## config.mk

```make
export PLATFORM = sky130hd
export DESIGN_NAME = pxl_write_arbiter_flat
export DESIGN_NICKNAME = d
export VERILOG_FILES = /design/src/rtl/pxl_write_arbiter_if.sv /design/src/rtl/pxl_write_arbiter.sv /design/src/flat_wrapper.sv
export SDC_FILE = /design/constraint.sdc
export NUM_CORES = 1
export LEC_CHECK = 0
export ABC_CLOCK_PERIOD_IN_PS = 2500
export CAP_MARGIN = 10
export CORE_ASPECT_RATIO = 2
export CORE_MARGIN = 8
export CORE_UTILIZATION = 39
export DETAILED_ROUTE_END_ITERATION = 12
export PLACE_DENSITY = 0.87
export SYNTH_ARGS = -nofsm -noshare
export SYNTH_HDL_FRONTEND = slang
export SYNTH_SLANG_ARGS = --single-unit
```

## constraint.sdc

```tcl
create_clock -name clk_i -period 2.5 [get_ports clk_i]
set_input_delay 0.25 -clock clk_i [delete_from_list [all_inputs] [get_ports clk_i]]
set_output_delay 0.25 -clock clk_i [all_outputs]
set_load 0.02 [all_outputs]
```

## src/rtl/pxl_write_arbiter_if.sv

```systemverilog
// pxl_write_arbiter_if: requester-side and pixel-port signals of the write arbiter.
interface pxl_write_arbiter_if #(
    parameter int NREQ   = 4,
    parameter int ADDR_W = 20,
    parameter int DATA_W = 16
);
    logic [NREQ-1:0]        req_valid_i;
    logic [NREQ-1:0]        req_last_i;
    logic [NREQ*ADDR_W-1:0] req_addr_i;
    logic [NREQ*DATA_W-1:0] req_data_i;
    logic [NREQ-1:0]        req_ready_o;
    logic [ADDR_W-1:0]      pxl_addr_o;
    logic [DATA_W-1:0]      pxl_data_o;
    logic                   pxl_en_o;
    logic [NREQ-1:0]        grant_o;
    logic                   busy_o;

    modport master (
        output req_valid_i, req_last_i, req_addr_i, req_data_i,
        input  req_ready_o, pxl_addr_o, pxl_data_o, pxl_en_o, grant_o, busy_o
    );
    modport slave (
        input  req_valid_i, req_last_i, req_addr_i, req_data_i,
        output req_ready_o, pxl_addr_o, pxl_data_o, pxl_en_o, grant_o, busy_o
    );
endinterface

```

## src/rtl/pxl_write_arbiter.sv

```systemverilog
// pxl_write_arbiter: round-robin, burst-locked sharing of one pixel-write port among NREQ writers.
module pxl_write_arbiter #(
    parameter int NREQ       = 4,
    parameter int ADDR_W     = 20,
    parameter int DATA_W     = 16,
    parameter int MAX_BURST  = 16,
    parameter int BLANK_ONLY = 0
) (
    input logic          clk_i,
    input logic          rst_i,
    input logic          vblank_i,
    pxl_write_arbiter_if.slave bus
);
    localparam int PW = $clog2(NREQ);
    localparam int CW = $clog2(MAX_BURST + 1);

    typedef enum logic {IDLE, BURST} state_t;

    state_t            state_q, state_d;
    logic [NREQ-1:0]   grant_q, grant_d;
    logic [PW-1:0]     ptr_q, ptr_d;
    logic [CW-1:0]     cnt_q, cnt_d;
    logic [ADDR_W-1:0] addr_q, addr_d;
    logic [DATA_W-1:0] data_q, data_d;
    logic              en_q, en_d;
    logic [PW-1:0]     pick, gidx, idx;
    logic              gate, hs, done;

    assign gate            = (BLANK_ONLY == 0) || vblank_i;
    assign bus.req_ready_o = gate ? grant_q : '0;
    assign hs              = |(bus.req_ready_o & bus.req_valid_i);
    assign done            = hs && ((|(grant_q & bus.req_last_i)) || cnt_q == CW'(MAX_BURST - 1));
    assign bus.pxl_addr_o  = addr_q;
    assign bus.pxl_data_o  = data_q;
    assign bus.pxl_en_o    = en_q;
    assign bus.grant_o     = grant_q;
    assign bus.busy_o      = state_q == BURST;

    // Scan offsets downward so the valid index closest at/after the pointer wins.
    always_comb begin
        pick = '0;
        gidx = '0;
        idx  = '0;
        for (int i = NREQ - 1; i >= 0; i--) begin
            idx = PW'((int'(ptr_q) + i) % NREQ);
            if (bus.req_valid_i[idx]) pick = idx;
        end
        for (int i = 0; i < NREQ; i++)
            if (grant_q[i]) gidx = PW'(i);
    end

    always_comb begin
        state_d = state_q;
        grant_d = grant_q;
        ptr_d   = ptr_q;
        cnt_d   = cnt_q;
        addr_d  = addr_q;
        data_d  = data_q;
        en_d    = 1'b0;
        if (state_q == IDLE) begin
            if (gate && |bus.req_valid_i) begin
                state_d = BURST;
                grant_d = NREQ'(1) << pick;
                cnt_d   = '0;
            end
        end else if (hs) begin
            cnt_d  = cnt_q + 1'b1;
            addr_d = bus.req_addr_i[gidx*ADDR_W +: ADDR_W];
            data_d = bus.req_data_i[gidx*DATA_W +: DATA_W];
            en_d   = 1'b1;
            if (done) begin
                state_d = IDLE;
                grant_d = '0;
                ptr_d   = (int'(gidx) == NREQ - 1) ? '0 : gidx + 1'b1;
            end
        end
    end

    always_ff @(posedge clk_i) begin
        if (rst_i) begin
            state_q <= IDLE;
            grant_q <= '0;
            ptr_q   <= '0;
            cnt_q   <= '0;
            addr_q  <= '0;
            data_q  <= '0;
            en_q    <= 1'b0;
        end else begin
            state_q <= state_d;
            grant_q <= grant_d;
            ptr_q   <= ptr_d;
            cnt_q   <= cnt_d;
            addr_q  <= addr_d;
            data_q  <= data_d;
            en_q    <= en_d;
        end
    end
endmodule

```

## src/flat_wrapper.sv

```systemverilog
// flat-port wrapper written by rule: the top's interface ports become plain ports
module pxl_write_arbiter_flat 
#(
    parameter int NREQ       = 4,
    parameter int ADDR_W     = 20,
    parameter int DATA_W     = 16,
    parameter int MAX_BURST  = 16,
    parameter int BLANK_ONLY = 0
)
  (clk_i, rst_i, vblank_i, bus_req_valid_i, bus_req_last_i, bus_req_addr_i, bus_req_data_i, bus_req_ready_o, bus_pxl_addr_o, bus_pxl_data_o, bus_pxl_en_o, bus_grant_o, bus_busy_o);
  pxl_write_arbiter_if #(.NREQ(NREQ), .ADDR_W(ADDR_W), .DATA_W(DATA_W)) bus_i ();
  input logic clk_i;
  input logic rst_i;
  input logic vblank_i;
  input wire logic [$bits(bus_i.req_valid_i)-1:0] bus_req_valid_i;
  input wire logic [$bits(bus_i.req_last_i)-1:0] bus_req_last_i;
  input wire logic [$bits(bus_i.req_addr_i)-1:0] bus_req_addr_i;
  input wire logic [$bits(bus_i.req_data_i)-1:0] bus_req_data_i;
  output wire logic [$bits(bus_i.req_ready_o)-1:0] bus_req_ready_o;
  output wire logic [$bits(bus_i.pxl_addr_o)-1:0] bus_pxl_addr_o;
  output wire logic [$bits(bus_i.pxl_data_o)-1:0] bus_pxl_data_o;
  output wire logic [$bits(bus_i.pxl_en_o)-1:0] bus_pxl_en_o;
  output wire logic [$bits(bus_i.grant_o)-1:0] bus_grant_o;
  output wire logic [$bits(bus_i.busy_o)-1:0] bus_busy_o;
  assign bus_i.req_valid_i = bus_req_valid_i;
  assign bus_i.req_last_i = bus_req_last_i;
  assign bus_i.req_addr_i = bus_req_addr_i;
  assign bus_i.req_data_i = bus_req_data_i;
  assign bus_req_ready_o = bus_i.req_ready_o;
  assign bus_pxl_addr_o = bus_i.pxl_addr_o;
  assign bus_pxl_data_o = bus_i.pxl_data_o;
  assign bus_pxl_en_o = bus_i.pxl_en_o;
  assign bus_grant_o = bus_i.grant_o;
  assign bus_busy_o = bus_i.busy_o;
  pxl_write_arbiter #(.NREQ(NREQ), .ADDR_W(ADDR_W), .DATA_W(DATA_W), .MAX_BURST(MAX_BURST), .BLANK_ONLY(BLANK_ONLY)) u_core (.clk_i(clk_i), .rst_i(rst_i), .vblank_i(vblank_i), .bus(bus_i));
endmodule
```

==> flow_metrics.py <==
metrics = {
    "run_status": {
        "status": "finished clean",
    },
    "finish": {
        "final_nets": 705,
        "multiInputGateArea_um2": 1818,
        "fillers": 627,
        "regArea_um2": 984.7,
        "finish.utilization_pct": 68.59,
        "antennaDiodeCount": 0,
        "fin_area_um2": 5175,
        "stdcell_count": 642,
        "drive_gt1_share_pct": 4.745,
        "syn_to_final_growth_pct": 72.12,
    },
    "global_route": {
        "met3_usage_pct": 5.449,
        "overflow": 0,
        "grt_first_pass_wirelength_um": 18220,
        "grt_most_used_layer": "met2",
        "grt_pass1_vias": 3588,
        "track_usage_pct": 20.63,
        "antenna_found_initial": 0,
        "grt_use_met2_pct": 39.24,
        "met1_usage_pct": 19.76,
        "grt_max_degree": 55,
    },
    "cts": {
        "clock-root-buffer": "clkbuf_16",
        "hold_buffers": 0,
        "numCtsBuffers": 5,
        "clk_latency_ps": 280,
        "cts_setup_buffers": 0,
        "cts.path.max_buffers": 2,
        "numClockSinks": 49,
        "cts_resized": 0,
        "htreeDepth": 2,
        "cts_tree": "done",
        "clk_pin_slew_ps": 60,
    },
    "place": {
        "dp_cells": 635,
        "portBuffers": 199,
        "dpl_cell_area_um2": 5015,
        "dp_hpwl_um": 9436,
        "gp_congestion": 0.8596,
    },
    "drt": {
        "via_per_inst": 5.312,
        "wl_um": 11640,
        "first_pass_iters": 4,
        "drt_iter0_drc": 178,
        "drc": 0,
        "ant_nets": 0,
        "routed-via-count": 3410,
        "wl_per_cell_um": 18.14,
    },
    "timing": {
        "skew_ps": 3.555,
        "relSlewSlack_pct": 57.98,
        "fin_crit_ps": 2120,
        "finalSetupTns_ps": 0,
        "rsz0062_at_grt": "false",
        "hold_viol_final": 0,
        "worst_pin_slew_ps": 630.3,
        "slew_violations": 0,
        "setup_viol": 0,
        "period_share_pct": 84.80,
        "max_clock_freq_mhz": 471.7,
    },
    "pwr": {
        "power.switching_uw": 573.3,
        "clkPwrFrac_pct": 32.6,
        "p_leak_nw": 1.773,
        "combinationalPowerShare_pct": 29.4,
        "swShare_pct": 25.48,
        "intPower_mw": 1.677,
        "ir_worst_vdd_mv": 0.3174,
        "pwr-share-seq_pct": 37.9,
        "total_power_mw": 2.250,
        "power-per-cell-area_nw_per_um2": 434.8,
    },
    "floorplanning": {
        "rows": 45,
        "coreArea_um2": 7545,
        "die_h_um": 140.2,
        "start_util_pct": 39.85,
        "die-area_um2": 10950,
        "chipWidth_um": 78.09,
        "pin_count": 201,
    },
    "yosys": {
        "synth-seq-cells": 49,
        "synth_top_area_share_pct": 32.63,
        "synth_top_cell_by_area": "dfxtp_1",
        "async_flop_share_pct": 0,
        "synth-main-ff-cell": "dfxtp_1",
        "yosys_warnings": 0,
        "yosysMostFrequentCell": "o21ai_0",
        "synthTopCellsByArea": "dfxtp_1 (33%), mux2i_1 (24%), o21ai_0 (12%)",
        "synth_fp_nets": 525,
        "synth_enable_flop_cells": 0,
        "synthCells": 368,
        "ys_types": 35,
        "synth.top_cells.by_count": "o21ai_0 (74), mux2i_1 (72), dfxtp_1 (49), a21oi_1 (44), nand2_1 (39)",
        "yosysSeqAreaShare_pct": 32.63,
        "syn_area_um2": 3007,
        "synth_area_per_cell_um2": 8.170,
    },
    "worst_setup_path": {
        "path_class": "flop to output pin",
        "cp-end-kind": "output pin",
        "crit_fanout": 17,
        "setup.worst_path.start_class": "flop",
        "cp_data_required_time_ps": 2250,
        "arrival_ps": 1870,
    },
    "hold_path": {
        "worstHoldPathType": "flop to flop",
    },
    "run": {
        "drv_cap": 0,
    },
}
per-layer routing:
metal / vias up / share of wire [%] / wire length [um]
li1: 1685 / - / -
met1: 1563 / 34 / 4004
met2: 141 / 56 / 6544
met3: 21 / 6.2 / 726
met4: 0 / 3.2 / 367
met5: - / 0 / 0
layout by cell type, fill, tap and decap left out, types with 2 or more instances in the layout:
master           synthesis  final
nand2_1                 39     39
dfxtp_1                 49     46
clkbuf_16                0      5
and3_1                   3      3
o21ai_0                 74     74
xor2_1                   2      2
nand3_1                  7      7
o211ai_1                 2      2
nand2b_1                 4      4
o32ai_1                  3      3
dfxtp_2                  0      3
buf_4                    6      9
nor3_1                   3      3
nor2_1                   5      5
ha_1                     2      2
nor2b_1                  3      3
clkdlybuf4s50_1          0    199
inv_1                    4      4
mux2i_1                 72     72
a21oi_1                 44     44
a41o_1                   2      2
path summary, 6_finish.rpt:
check                                            from                  endpoint  slack, ps  depth (start not counted)
worst max register to register  u_core.bus.grant_o[3]  u_core.bus.pxl_data_o[7]        510                          5
worst max-delay path            u_core.bus.grant_o[3]        bus_req_ready_o[3]        380                          2
worst min register to register        u_core.cnt_q[4]           u_core.cnt_q[4]        470                          2
worst min-delay path                  u_core.cnt_q[4]           u_core.cnt_q[4]        470                          2
critical path: stages, from the launching register on:
cell	delay, ps
dfxtp_2	550
buf_4	360
clkdlybuf4s50_1	670
cell families (layout without fill, tap and decap cells):
logic type      Yosys count  after routing  share of synthesized area (%)
fa+ha+maj                 2              2                         0.8322
buf+inv                  40            220                          6.949
xor+xnor                  2              2                         0.5827
flops                    49             49                          32.63
compound gates          136            136                          25.14
mux                      72             72                          23.97
simple gates             67             67                          9.904
power by group through the flow:
stage	Sequential, mW	Combinational [mW]	Clock [mW]
floorplan	0.917	0.225	0
global placement	0.868	0.648	0
detailed placement	0.870	0.664	0
CTS	0.853	0.667	0.749
global route	0.858	0.711	0.781
finish	0.854	0.662	0.734
final cells by class:
type,count,share of cell area (%)
clock inverters,2,0.6770
inverters,4,0.2901
flip-flops and latches,49,19.03
well taps,94,2.273
repair buffers,209,40.18
multi-input cells,279,35.13
clock buffers,5,2.418
flip-flops by register name, indices dropped and copies added (netlist names):
signal	flops
u_core.bus.busy_o	1
u_core.bus.pxl_en_o	1
u_core.bus.grant_o	4
u_core.bus.pxl_data_o	16
u_core.ptr_q	2
u_core.cnt_q	5
u_core.bus.pxl_addr_o	20
through the flow:
step	hold slack [ps]	setup WS, ps
2_1_floorplan	447.9	830.0
3_5_place_dp	467.4	273.4
6_report	473.7	380.1
5_1_grt	514.6	289.1
4_1_cts	475.8	354.4
3_3_place_gp	454.5	366.0
(Power assumes the default switching activity.)
